`config.mk`:
```
export PLATFORM = sky130hd
export DESIGN_NAME = ysyx_rsu_flat
export DESIGN_NICKNAME = d
export VERILOG_FILES = /design/src/rtl/ysyx_rsu_if.sv /design/src/rtl/ysyx_rsu.sv /design/src/flat_wrapper.sv
export SDC_FILE = /design/constraint.sdc
export NUM_CORES = 2
export LEC_CHECK = 0
export BUFFER_PORTS_ARGS = -buffer_cell sky130_fd_sc_hd__buf_2
export CAP_MARGIN = 20
export CELL_PAD_IN_SITES_DETAIL_PLACEMENT = 0
export CELL_PAD_IN_SITES_GLOBAL_PLACEMENT = 1
export CORE_MARGIN = 2
export CORE_UTILIZATION = 35
export CTS_BUF_LIST = sky130_fd_sc_hd__clkbuf_8
export DETAILED_ROUTE_END_ITERATION = 16
export PLACE_DENSITY = 0.6
export SLEW_MARGIN = 15
export SYNTH_ARGS = -nofsm -noshare
export SYNTH_HDL_FRONTEND = slang
export SYNTH_SLANG_ARGS = --single-unit
export TNS_END_PERCENT = 1
```
`constraint.sdc`:
```
create_clock -name clock -period 18.73 [get_ports clock]
set_input_delay 3.746 -clock clock [delete_from_list [all_inputs] [get_ports clock]]
set_output_delay 3.746 -clock clock [all_outputs]
set_load 0.01 [all_outputs]
```
`src/rtl/ysyx_rsu_if.sv`:
```
// Dispatch, result-broadcast and write-back bundle between the issue side and the RSU.
// master = issue queue / ROB side, slave = reservation-station unit.
interface ysyx_rsu_if #(
    parameter int XLEN  = 32,
    parameter int TAG_W = 4
);
    logic             in_valid;
    logic             out_ready;
    logic [4:0]       in_alu_op;
    logic             in_jen;
    logic             in_ben;
    logic [XLEN-1:0]  in_op1;
    logic [XLEN-1:0]  in_op2;
    logic [XLEN-1:0]  in_imm;
    logic [XLEN-1:0]  in_pc;
    logic [TAG_W-1:0] in_qj;
    logic [TAG_W-1:0] in_qk;
    logic [TAG_W-1:0] in_dest;

    logic             cdb_valid;
    logic [TAG_W-1:0] cdb_dest;
    logic [XLEN-1:0]  cdb_result;

    logic             wb_valid;
    logic [TAG_W-1:0] wb_dest;
    logic [XLEN-1:0]  wb_result;
    logic [XLEN-1:0]  wb_npc;
    logic             wb_pc_change;

    modport master (
        output in_valid, in_alu_op, in_jen, in_ben, in_op1, in_op2, in_imm, in_pc,
               in_qj, in_qk, in_dest, cdb_valid, cdb_dest, cdb_result,
        input  out_ready, wb_valid, wb_dest, wb_result, wb_npc, wb_pc_change
    );

    modport slave (
        input  in_valid, in_alu_op, in_jen, in_ben, in_op1, in_op2, in_imm, in_pc,
               in_qj, in_qk, in_dest, cdb_valid, cdb_dest, cdb_result,
        output out_ready, wb_valid, wb_dest, wb_result, wb_npc, wb_pc_change
    );
endinterface

```
`src/rtl/ysyx_rsu.sv`:
```
// Reservation-station unit: holds dispatched ops until both operands are ready, then
// issues the lowest-index ready entry to an ALU/branch datapath with a registered write-back.
module ysyx_rsu #(
    parameter int XLEN     = 32,
    parameter int RS_SIZE  = 4,
    parameter int ROB_SIZE = 8
) (
    input  logic      clock,
    input  logic      reset,
    input  logic      flush,
    ysyx_rsu_if.slave bus
);
    localparam int TAG_W = $clog2(ROB_SIZE) + 1;
    localparam int IDX_W = (RS_SIZE > 1) ? $clog2(RS_SIZE) : 1;

    typedef logic [TAG_W-1:0] tag_t;
    typedef logic [XLEN-1:0]  word_t;
    typedef logic [IDX_W-1:0] idx_t;

    logic       r_valid [RS_SIZE];
    logic [3:0] r_op    [RS_SIZE];
    logic       r_jen   [RS_SIZE];
    logic       r_ben   [RS_SIZE];
    word_t      r_op1   [RS_SIZE];
    word_t      r_op2   [RS_SIZE];
    word_t      r_imm   [RS_SIZE];
    word_t      r_pc    [RS_SIZE];
    tag_t       r_qj    [RS_SIZE];
    tag_t       r_qk    [RS_SIZE];
    tag_t       r_dest  [RS_SIZE];

    logic  r_wb_valid;
    tag_t  r_wb_dest;
    word_t r_wb_result;
    word_t r_wb_npc;
    logic  r_wb_pc_change;

    logic  w_free_found, w_iss_found;
    idx_t  w_free_idx, w_iss_idx;
    logic  w_cdb_hit, w_own_hit;
    logic  w_j_hit [RS_SIZE];
    logic  w_k_hit [RS_SIZE];
    word_t w_j_val [RS_SIZE];
    word_t w_k_val [RS_SIZE];
    logic  w_dj_hit, w_dk_hit;
    word_t w_dj_val, w_dk_val;
    logic  w_unused_op;

    logic [3:0] w_opc;
    logic       w_jen, w_ben, w_taken;
    word_t      w_a, w_b, w_imm, w_pc, w_seq_pc, w_sra, w_alu;
    word_t      w_ex_result, w_ex_npc;
    logic       w_ex_pc_change;

    assign w_unused_op = bus.in_alu_op[4];

    // Tag 0 means "ready" and must never be treated as a broadcast match.
    assign w_cdb_hit = bus.cdb_valid && (bus.cdb_dest != '0);
    assign w_own_hit = r_wb_valid && (r_wb_dest != '0);

    function automatic logic snoop_hit(input tag_t tag, input logic cdb_hit, input tag_t cdb_tag,
                                       input logic own_hit, input tag_t own_tag);
        return (tag != '0) && ((cdb_hit && (tag == cdb_tag)) || (own_hit && (tag == own_tag)));
    endfunction

    // CDB takes priority over the own write-back when both carry the same tag.
    function automatic word_t snoop_val(input tag_t tag, input logic cdb_hit, input tag_t cdb_tag,
                                        input word_t cdb_val, input word_t own_val);
        return (cdb_hit && (tag == cdb_tag)) ? cdb_val : own_val;
    endfunction

    always_comb begin
        for (int unsigned i = 0; i < RS_SIZE; i++) begin
            w_j_hit[i] = snoop_hit(r_qj[i], w_cdb_hit, bus.cdb_dest, w_own_hit, r_wb_dest);
            w_k_hit[i] = snoop_hit(r_qk[i], w_cdb_hit, bus.cdb_dest, w_own_hit, r_wb_dest);
            w_j_val[i] = snoop_val(r_qj[i], w_cdb_hit, bus.cdb_dest, bus.cdb_result, r_wb_result);
            w_k_val[i] = snoop_val(r_qk[i], w_cdb_hit, bus.cdb_dest, bus.cdb_result, r_wb_result);
        end
        w_dj_hit = snoop_hit(bus.in_qj, w_cdb_hit, bus.cdb_dest, w_own_hit, r_wb_dest);
        w_dk_hit = snoop_hit(bus.in_qk, w_cdb_hit, bus.cdb_dest, w_own_hit, r_wb_dest);
        w_dj_val = snoop_val(bus.in_qj, w_cdb_hit, bus.cdb_dest, bus.cdb_result, r_wb_result);
        w_dk_val = snoop_val(bus.in_qk, w_cdb_hit, bus.cdb_dest, bus.cdb_result, r_wb_result);
    end

    always_comb begin
        w_free_found = 1'b0;
        w_free_idx   = '0;
        w_iss_found  = 1'b0;
        w_iss_idx    = '0;
        for (int unsigned i = 0; i < RS_SIZE; i++) begin
            if (!r_valid[i] && !w_free_found) begin
                w_free_found = 1'b1;
                w_free_idx   = idx_t'(i);
            end
            if (r_valid[i] && (r_qj[i] == '0) && (r_qk[i] == '0) && !w_iss_found) begin
                w_iss_found = 1'b1;
                w_iss_idx   = idx_t'(i);
            end
        end
    end

    assign bus.out_ready = w_free_found;

    always_comb begin
        w_opc    = r_op[w_iss_idx];
        w_jen    = r_jen[w_iss_idx];
        w_ben    = r_ben[w_iss_idx];
        w_a      = r_op1[w_iss_idx];
        w_b      = r_op2[w_iss_idx];
        w_imm    = r_imm[w_iss_idx];
        w_pc     = r_pc[w_iss_idx];
        w_seq_pc = w_pc + word_t'(4);
        w_sra    = $signed(w_a) >>> w_b[4:0];

        case (w_opc[2:0])
            3'd0:    w_alu = w_opc[3] ? (w_a - w_b) : (w_a + w_b);
            3'd1:    w_alu = w_a << w_b[4:0];
            3'd2:    w_alu = {{(XLEN-1){1'b0}}, ($signed(w_a) < $signed(w_b))};
            3'd3:    w_alu = {{(XLEN-1){1'b0}}, (w_a < w_b)};
            3'd4:    w_alu = w_a ^ w_b;
            3'd5:    w_alu = w_opc[3] ? w_sra : (w_a >> w_b[4:0]);
            3'd6:    w_alu = w_a | w_b;
            default: w_alu = w_a & w_b;
        endcase

        case (w_opc[2:0])
            3'd0:    w_taken = (w_a == w_b);
            3'd1:    w_taken = (w_a != w_b);
            3'd4:    w_taken = ($signed(w_a) < $signed(w_b));
            3'd5:    w_taken = ($signed(w_a) >= $signed(w_b));
            3'd6:    w_taken = (w_a < w_b);
            3'd7:    w_taken = (w_a >= w_b);
            default: w_taken = 1'b0;
        endcase

        if (w_jen) begin
            w_ex_result    = w_seq_pc;
            w_ex_npc       = (w_a + w_imm) & ~word_t'(1);
            w_ex_pc_change = 1'b1;
        end else if (w_ben) begin
            w_ex_result    = '0;
            w_ex_npc       = w_taken ? (w_pc + w_imm) : w_seq_pc;
            w_ex_pc_change = w_taken;
        end else begin
            w_ex_result    = w_alu;
            w_ex_npc       = w_seq_pc;
            w_ex_pc_change = 1'b0;
        end
    end

    always_ff @(posedge clock) begin
        if (!reset || flush) begin
            for (int unsigned i = 0; i < RS_SIZE; i++) begin
                r_valid[i] <= 1'b0;
            end
            r_wb_valid     <= 1'b0;
            r_wb_dest      <= '0;
            r_wb_result    <= '0;
            r_wb_npc       <= '0;
            r_wb_pc_change <= 1'b0;
        end else begin
            r_wb_valid <= w_iss_found;
            if (w_iss_found) begin
                r_wb_dest      <= r_dest[w_iss_idx];
                r_wb_result    <= w_ex_result;
                r_wb_npc       <= w_ex_npc;
                r_wb_pc_change <= w_ex_pc_change;
            end

            for (int unsigned i = 0; i < RS_SIZE; i++) begin
                if (w_iss_found && (w_iss_idx == idx_t'(i))) begin
                    r_valid[i] <= 1'b0;
                end
                if (r_valid[i] && w_j_hit[i]) begin
                    r_op1[i] <= w_j_val[i];
                    r_qj[i]  <= '0;
                end
                if (r_valid[i] && w_k_hit[i]) begin
                    r_op2[i] <= w_k_val[i];
                    r_qk[i]  <= '0;
                end
            end

            // The target slot is currently invalid, so it never collides with the issue/wakeup updates above.
            if (bus.in_valid && w_free_found) begin
                r_valid[w_free_idx] <= 1'b1;
                r_op[w_free_idx]    <= bus.in_alu_op[3:0];
                r_jen[w_free_idx]   <= bus.in_jen;
                r_ben[w_free_idx]   <= bus.in_ben;
                r_imm[w_free_idx]   <= bus.in_imm;
                r_pc[w_free_idx]    <= bus.in_pc;
                r_dest[w_free_idx]  <= bus.in_dest;
                r_op1[w_free_idx]   <= w_dj_hit ? w_dj_val : bus.in_op1;
                r_qj[w_free_idx]    <= w_dj_hit ? '0 : bus.in_qj;
                r_op2[w_free_idx]   <= w_dk_hit ? w_dk_val : bus.in_op2;
                r_qk[w_free_idx]    <= w_dk_hit ? '0 : bus.in_qk;
            end
        end
    end

    assign bus.wb_valid     = r_wb_valid;
    assign bus.wb_dest      = r_wb_dest;
    assign bus.wb_result    = r_wb_result;
    assign bus.wb_npc       = r_wb_npc;
    assign bus.wb_pc_change = r_wb_pc_change;
endmodule

```
`src/flat_wrapper.sv`:
```
// flat-port wrapper written by rule: the top's interface ports become plain ports
module ysyx_rsu_flat 
#(
    parameter int XLEN     = 32,
    parameter int RS_SIZE  = 4,
    parameter int ROB_SIZE = 8
)
  (clock, reset, flush, bus_in_valid, bus_in_alu_op, bus_in_jen, bus_in_ben, bus_in_op1, bus_in_op2, bus_in_imm, bus_in_pc, bus_in_qj, bus_in_qk, bus_in_dest, bus_cdb_valid, bus_cdb_dest, bus_cdb_result, bus_out_ready, bus_wb_valid, bus_wb_dest, bus_wb_result, bus_wb_npc, bus_wb_pc_change);
  ysyx_rsu_if #(.XLEN(XLEN), .TAG_W((4))) bus_i ();
  input  logic clock;
  input  logic reset;
  input  logic flush;
  input wire logic [$bits(bus_i.in_valid)-1:0] bus_in_valid;
  input wire logic [$bits(bus_i.in_alu_op)-1:0] bus_in_alu_op;
  input wire logic [$bits(bus_i.in_jen)-1:0] bus_in_jen;
  input wire logic [$bits(bus_i.in_ben)-1:0] bus_in_ben;
  input wire logic [$bits(bus_i.in_op1)-1:0] bus_in_op1;
  input wire logic [$bits(bus_i.in_op2)-1:0] bus_in_op2;
  input wire logic [$bits(bus_i.in_imm)-1:0] bus_in_imm;
  input wire logic [$bits(bus_i.in_pc)-1:0] bus_in_pc;
  input wire logic [$bits(bus_i.in_qj)-1:0] bus_in_qj;
  input wire logic [$bits(bus_i.in_qk)-1:0] bus_in_qk;
  input wire logic [$bits(bus_i.in_dest)-1:0] bus_in_dest;
  input wire logic [$bits(bus_i.cdb_valid)-1:0] bus_cdb_valid;
  input wire logic [$bits(bus_i.cdb_dest)-1:0] bus_cdb_dest;
  input wire logic [$bits(bus_i.cdb_result)-1:0] bus_cdb_result;
  output wire logic [$bits(bus_i.out_ready)-1:0] bus_out_ready;
  output wire logic [$bits(bus_i.wb_valid)-1:0] bus_wb_valid;
  output wire logic [$bits(bus_i.wb_dest)-1:0] bus_wb_dest;
  output wire logic [$bits(bus_i.wb_result)-1:0] bus_wb_result;
  output wire logic [$bits(bus_i.wb_npc)-1:0] bus_wb_npc;
  output wire logic [$bits(bus_i.wb_pc_change)-1:0] bus_wb_pc_change;
  assign bus_i.in_valid = bus_in_valid;
  assign bus_i.in_alu_op = bus_in_alu_op;
  assign bus_i.in_jen = bus_in_jen;
  assign bus_i.in_ben = bus_in_ben;
  assign bus_i.in_op1 = bus_in_op1;
  assign bus_i.in_op2 = bus_in_op2;
  assign bus_i.in_imm = bus_in_imm;
  assign bus_i.in_pc = bus_in_pc;
  assign bus_i.in_qj = bus_in_qj;
  assign bus_i.in_qk = bus_in_qk;
  assign bus_i.in_dest = bus_in_dest;
  assign bus_i.cdb_valid = bus_cdb_valid;
  assign bus_i.cdb_dest = bus_cdb_dest;
  assign bus_i.cdb_result = bus_cdb_result;
  assign bus_out_ready = bus_i.out_ready;
  assign bus_wb_valid = bus_i.wb_valid;
  assign bus_wb_dest = bus_i.wb_dest;
  assign bus_wb_result = bus_i.wb_result;
  assign bus_wb_npc = bus_i.wb_npc;
  assign bus_wb_pc_change = bus_i.wb_pc_change;
  ysyx_rsu #(.XLEN(XLEN), .RS_SIZE(RS_SIZE), .ROB_SIZE(ROB_SIZE)) u_core (.clock(clock), .reset(reset), .flush(flush), .bus(bus_i));
endmodule
```
==> key figures <==
Status
  – Outcome: completed

Clocking
  – Clock tree sinks: 658
  – Root Buffer: clkbuf_8
  – CTS tree: done
  – H-tree depth: 3
  – CTS max path bufs: 3
  – Hold Buf Count CTS: 0
  – Number of setup buffers added after CTS: 0
  – Worst-path clk slew: 0.07 ns
  – CTS Buf Count: 119
  – Clock latency at the later pin of the worst-skew pair: 0.90 ns
  – Post_cts resized: 0

Setup path
  – R2r startpoint: u_core.r_qk[1][1]$_SDFFCE_PN0P_
  – Worst reg-to-reg path cell count: 22
  – Critical R2R Capture: u_core.bus.wb_npc[28]$_SDFFE_PN0N_
  – Startpoint Class: flip-flop
  – Crit-path max FO: 48
  – Worst Setup SP: u_core.r_qk[1][1]$_SDFFCE_PN0P_
  – Reg2Reg Setup Slack: 9.25 ns
  – Critical path destination: u_core.bus.wb_npc[28]$_SDFFE_PN0N_
  – Critical path required time: 19.51 ns
  – Crit Path Category: reg -> reg
  – Arr. time, crit path: 10.26 ns
  – Worst Setup End Kind: flip-flop

Drt
  – DRC viols: 0
  – Via count: 40680
  – Final WL: 204500 um
  – DRT iter0 DRCs: 4606
  – Avg WL per Cell: 30.06 um
  – Number of vias per cell: 5.978
  – ANT nets after route: 0
  – Drt first pass iters: 6

Synth
  – Synth Area per Inst: 9.220 sq um
  – Top_reg_cell synth: edfxtp_1
  – Synthesis-stage register bit count: 658
  – Post-synthesis simple-gate area fraction: 0.1389
  – Post-synthesis async set-or-reset flop share: 0
  – Post-synth EDFFs: 584
  – Sequential area share after synthesis: 0.4204
  – Synth cell types: 101
  – Yosys warns: 0
  – Compound-gate portion of the synthesized area: 0.2110
  – Syn Inst Count: 4907
  – Largest family of logic cells by synthesized area: compound AO/OA/AOI/OAI gates
  – Synth Area in Adders: 0.04657
  – Post-synthesis mux area share: 0.09793
  – Cell area after synthesis: 45240 sq um
  – Post-Synth XOR/XNOR Area: 0.03620
  – Syn Nets: 5261

Timing
  – Post-Route Setup TNS: 0 ns
  – Final setup violation count: 0
  – Final critical-path required period: 9.479 ns
  – Worst-margin pin slew: 1.350 ns
  – Hold Worst Slack: 0.4713 ns
  – Endpoints failing hold: 0
  – FMAX: 105.5 MHz
  – Skew final: 0.07429 ns
  – Unrepaired setup endpoints after global routing: false
  – Max_slew headroom: 0.09179
  – Max-slew violation count: 0
  – Period Utilization, post-route: 0.5061

Floorplan
  – Initial Util: 0.3539
  – Core Area: 127800 sq um
  – Die Wd: 363.5 um
  – FP Rows: 131
  – Die area: 132200 sq um
  – Vert. Die Dim: 363.5 um
  – Io pins: 259

Global route
  – Vias in the first global route: 38480
  – Antenna violations before repair: 21
  – Gr ovfl total: 0
  – Pin count of the biggest net entering global routing: 103
  – Overall track demand over capacity in global routing: 0.3019
  – First-pass GRT wire length: 288500 um

Min path
  – Worst hold-check path type: reg -> reg
  – Startpoint of the worst hold path: u_core.bus.wb_npc[20]$_SDFFE_PN0N_

Power
  – Post-layout power: 3.386 mW
  – Power Density: 66.72 nW/um^2
  – Leakage: 18.22 nW
  – Worst VDD drop: 0.00005764 V

Cells and area
  – Share of cells above drive strength 1: 0.1358
  – Synth-to-layout area growth: 12.17%
  – Final #Nets: 5384

Placed design
  – Hpwl dp: 141100 um
  – Gp weighted congestion: 1.014
  – I/O Buffers: 257

Flow run
  – Max cap viols: 0
-- synthesized netlist by cell type, drive strengths merged (10+ instances only) --
master / number / area, sq um
edfxtp: 584 / 17540
nor2: 555 / 2126
nand2: 463 / 1743
a21oi: 452 / 2292
mux2i: 437 / 4374
o21ai: 422 / 2112
clkbuf: 251 / 942.2
ha: 162 / 2027
buf: 151 / 782.0
inv: 130 / 490.5
xnor2: 117 / 1025
nor3: 106 / 563.0
nand3: 82 / 430.4
o22ai: 82 / 519.3
dfxtp: 74 / 1481
xor2: 70 / 613.1
a211oi: 66 / 515.5
o211ai: 57 / 432.9
o21a: 52 / 390.4
a21o: 51 / 382.9
a31oi: 43 / 275.3
nand4: 40 / 277.8
nor4: 37 / 307.8
o221ai: 36 / 315.3
a221oi: 27 / 242.7
o31ai: 27 / 207.7
and3: 23 / 143.9
and2: 21 / 131.4
nor2b: 18 / 112.6
o21bai: 18 / 135.1
or3: 17 / 106.4
a22oi: 16 / 120.1
a221o: 15 / 150.1
nand2b: 15 / 93.84
a211o: 14 / 122.6
a22o: 13 / 113.9
o311ai: 12 / 112.6
a311oi: 11 / 102.6
a32oi: 10 / 121.4
-- layout make-up --
cell class / count / area [sq um]
Timing Repair Buffer: 404 / 2390
Multi-Input combinational cell: 3716 / 24340
Clock buffer: 132 / 1817
Clock inverter: 93 / 578.1
Inverter: 131 / 506.7
Sequential cell: 658 / 19020
Fill cell: 12950 / 77100
Antenna cell: 8 / 20.02
Tap cell: 1662 / 2079
-- per-stage QoR --
step                      utilization  worst slack (ns)  instance area (sq um)  instances
final                          0.3969             9.251                  50750       6804
after global routing           0.3968             8.922                  50730       6798
after CTS                      0.3968             9.445                  50730       6796
after detailed placement       0.3781             9.498                  48330       6571
after global placement         0.3781             9.536                  48330       6571
after floorplan                     -             10.20                  45240       4907
-- critical path, cell delays in order, from the launching register on --
cell	delay, ns
edfxtp_1	0.44
nor4_1	0.90
and3_2	0.58
buf_4	0.70
nor2_1	0.20
buf_4	0.25
nand2_2	0.08
buf_4	0.48
o22ai_1	0.21
nor2_1	0.12
o21a_1	0.30
ha_1	0.41
or3_1	0.44
nor3_1	0.85
nand4_1	0.16
nor3_1	0.83
o22ai_1	0.19
o21ai_1	0.26
nand4_4	0.72
and2_1	0.52
nand2_1	0.28
o221ai_1	0.15
a211oi_1	0.23
-- sequential cells by signal (all words and copies together) (netlist names) --
| signal | flops |
|---|---|
| u_core.r_op | 16 |
| u_core.r_qj | 16 |
| u_core.bus.wb_valid | 1 |
| u_core.bus.wb_pc_change | 1 |
| u_core.r_ben | 4 |
| u_core.r_qk | 16 |
| u_core.r_op2 | 128 |
| u_core.r_valid | 4 |
| u_core.bus.wb_dest | 4 |
| u_core.bus.wb_npc | 32 |
| u_core.r_op1 | 128 |
| u_core.r_dest | 16 |
| u_core.r_jen | 4 |
| u_core.r_pc | 128 |
| u_core.bus.wb_result | 32 |
| u_core.r_imm | 128 |
-- kinds of logic after synthesis --
| kind of cell | after synthesis |
|---|---|
| AOI/OAI and AO/OA | 1513 |
| and+or+nand+nor | 1408 |
| DFF | 658 |
| buffers and inverters | 533 |
| muxes | 442 |
| xor gates and xnor gates | 187 |
| adders and majority gates | 166 |
-- power by group --
| group | leakage [nW] | switching [mW] | internal (mW) |
|---|---|---|---|
| sequential | 5.92 | 0.00448 | 1.60 |
| clock | 1.40 | 0.679 | 0.699 |
| combinational | 10.9 | 0.275 | 0.125 |
| total | 18.2 | 0.959 | 2.43 |
-- metal layers --
layer | part of all wire | global-route usage
met3 | 0.087 | 0.05854
met4 | 0.041 | 0.1268
met2 | 0.43 | 0.4506
met1 | 0.44 | 0.4250
met5 | 0.00031 | 0
-- how the worst min path moves through the flow --
stage / to / cells past startpoint
finish: u_core.bus.wb_npc[20]$_SDFFE_PN0N_ / 2
global route: u_core.bus.wb_npc[20]$_SDFFE_PN0N_ / 2
CTS: u_core.bus.wb_npc[20]$_SDFFE_PN0N_ / 2
detailed placement: u_core.bus.wb_npc[3]$_SDFFE_PN0N_ / 2
global placement: u_core.bus.wb_npc[3]$_SDFFE_PN0N_ / 2
floorplan: u_core.bus.wb_npc[22]$_SDFFE_PN0N_ / 2
-- placed cells by master (no fill, tap or decap), types with 17 or more instances in the layout --
| cell type | Yosys | routed |
|---|---|---|
| a21oi_1 | 444 | 444 |
| o21bai_1 | 18 | 18 |
| o221ai_1 | 36 | 36 |
| o22ai_1 | 81 | 81 |
| and2_1 | 21 | 18 |
| clkinv_1 | 1 | 19 |
| dfxtp_1 | 74 | 74 |
| buf_2 | 67 | 257 |
| nor2b_1 | 18 | 17 |
| o21ai_1 | 17 | 17 |
| a21o_1 | 51 | 51 |
| mux2i_1 | 437 | 437 |
| and3_1 | 23 | 20 |
| a31oi_1 | 42 | 42 |
| xnor2_1 | 117 | 117 |
| nor4_1 | 29 | 29 |
| nand2_1 | 461 | 458 |
| o21a_1 | 52 | 52 |
| xor2_1 | 70 | 70 |
| edfxtp_1 | 584 | 584 |
| nand4_1 | 37 | 37 |
| o211ai_1 | 56 | 56 |
| inv_1 | 124 | 168 |
| nor3_1 | 102 | 100 |
| a211oi_1 | 62 | 62 |
| nand3_1 | 78 | 75 |
| buf_4 | 17 | 147 |
| clkbuf_8 | 0 | 132 |
| o31ai_1 | 26 | 18 |
| nor2_1 | 546 | 531 |
| ha_1 | 162 | 162 |
| o21ai_0 | 405 | 405 |
| a221oi_1 | 26 | 25 |
No activity file was read; power rests on OpenSTA's default activity.
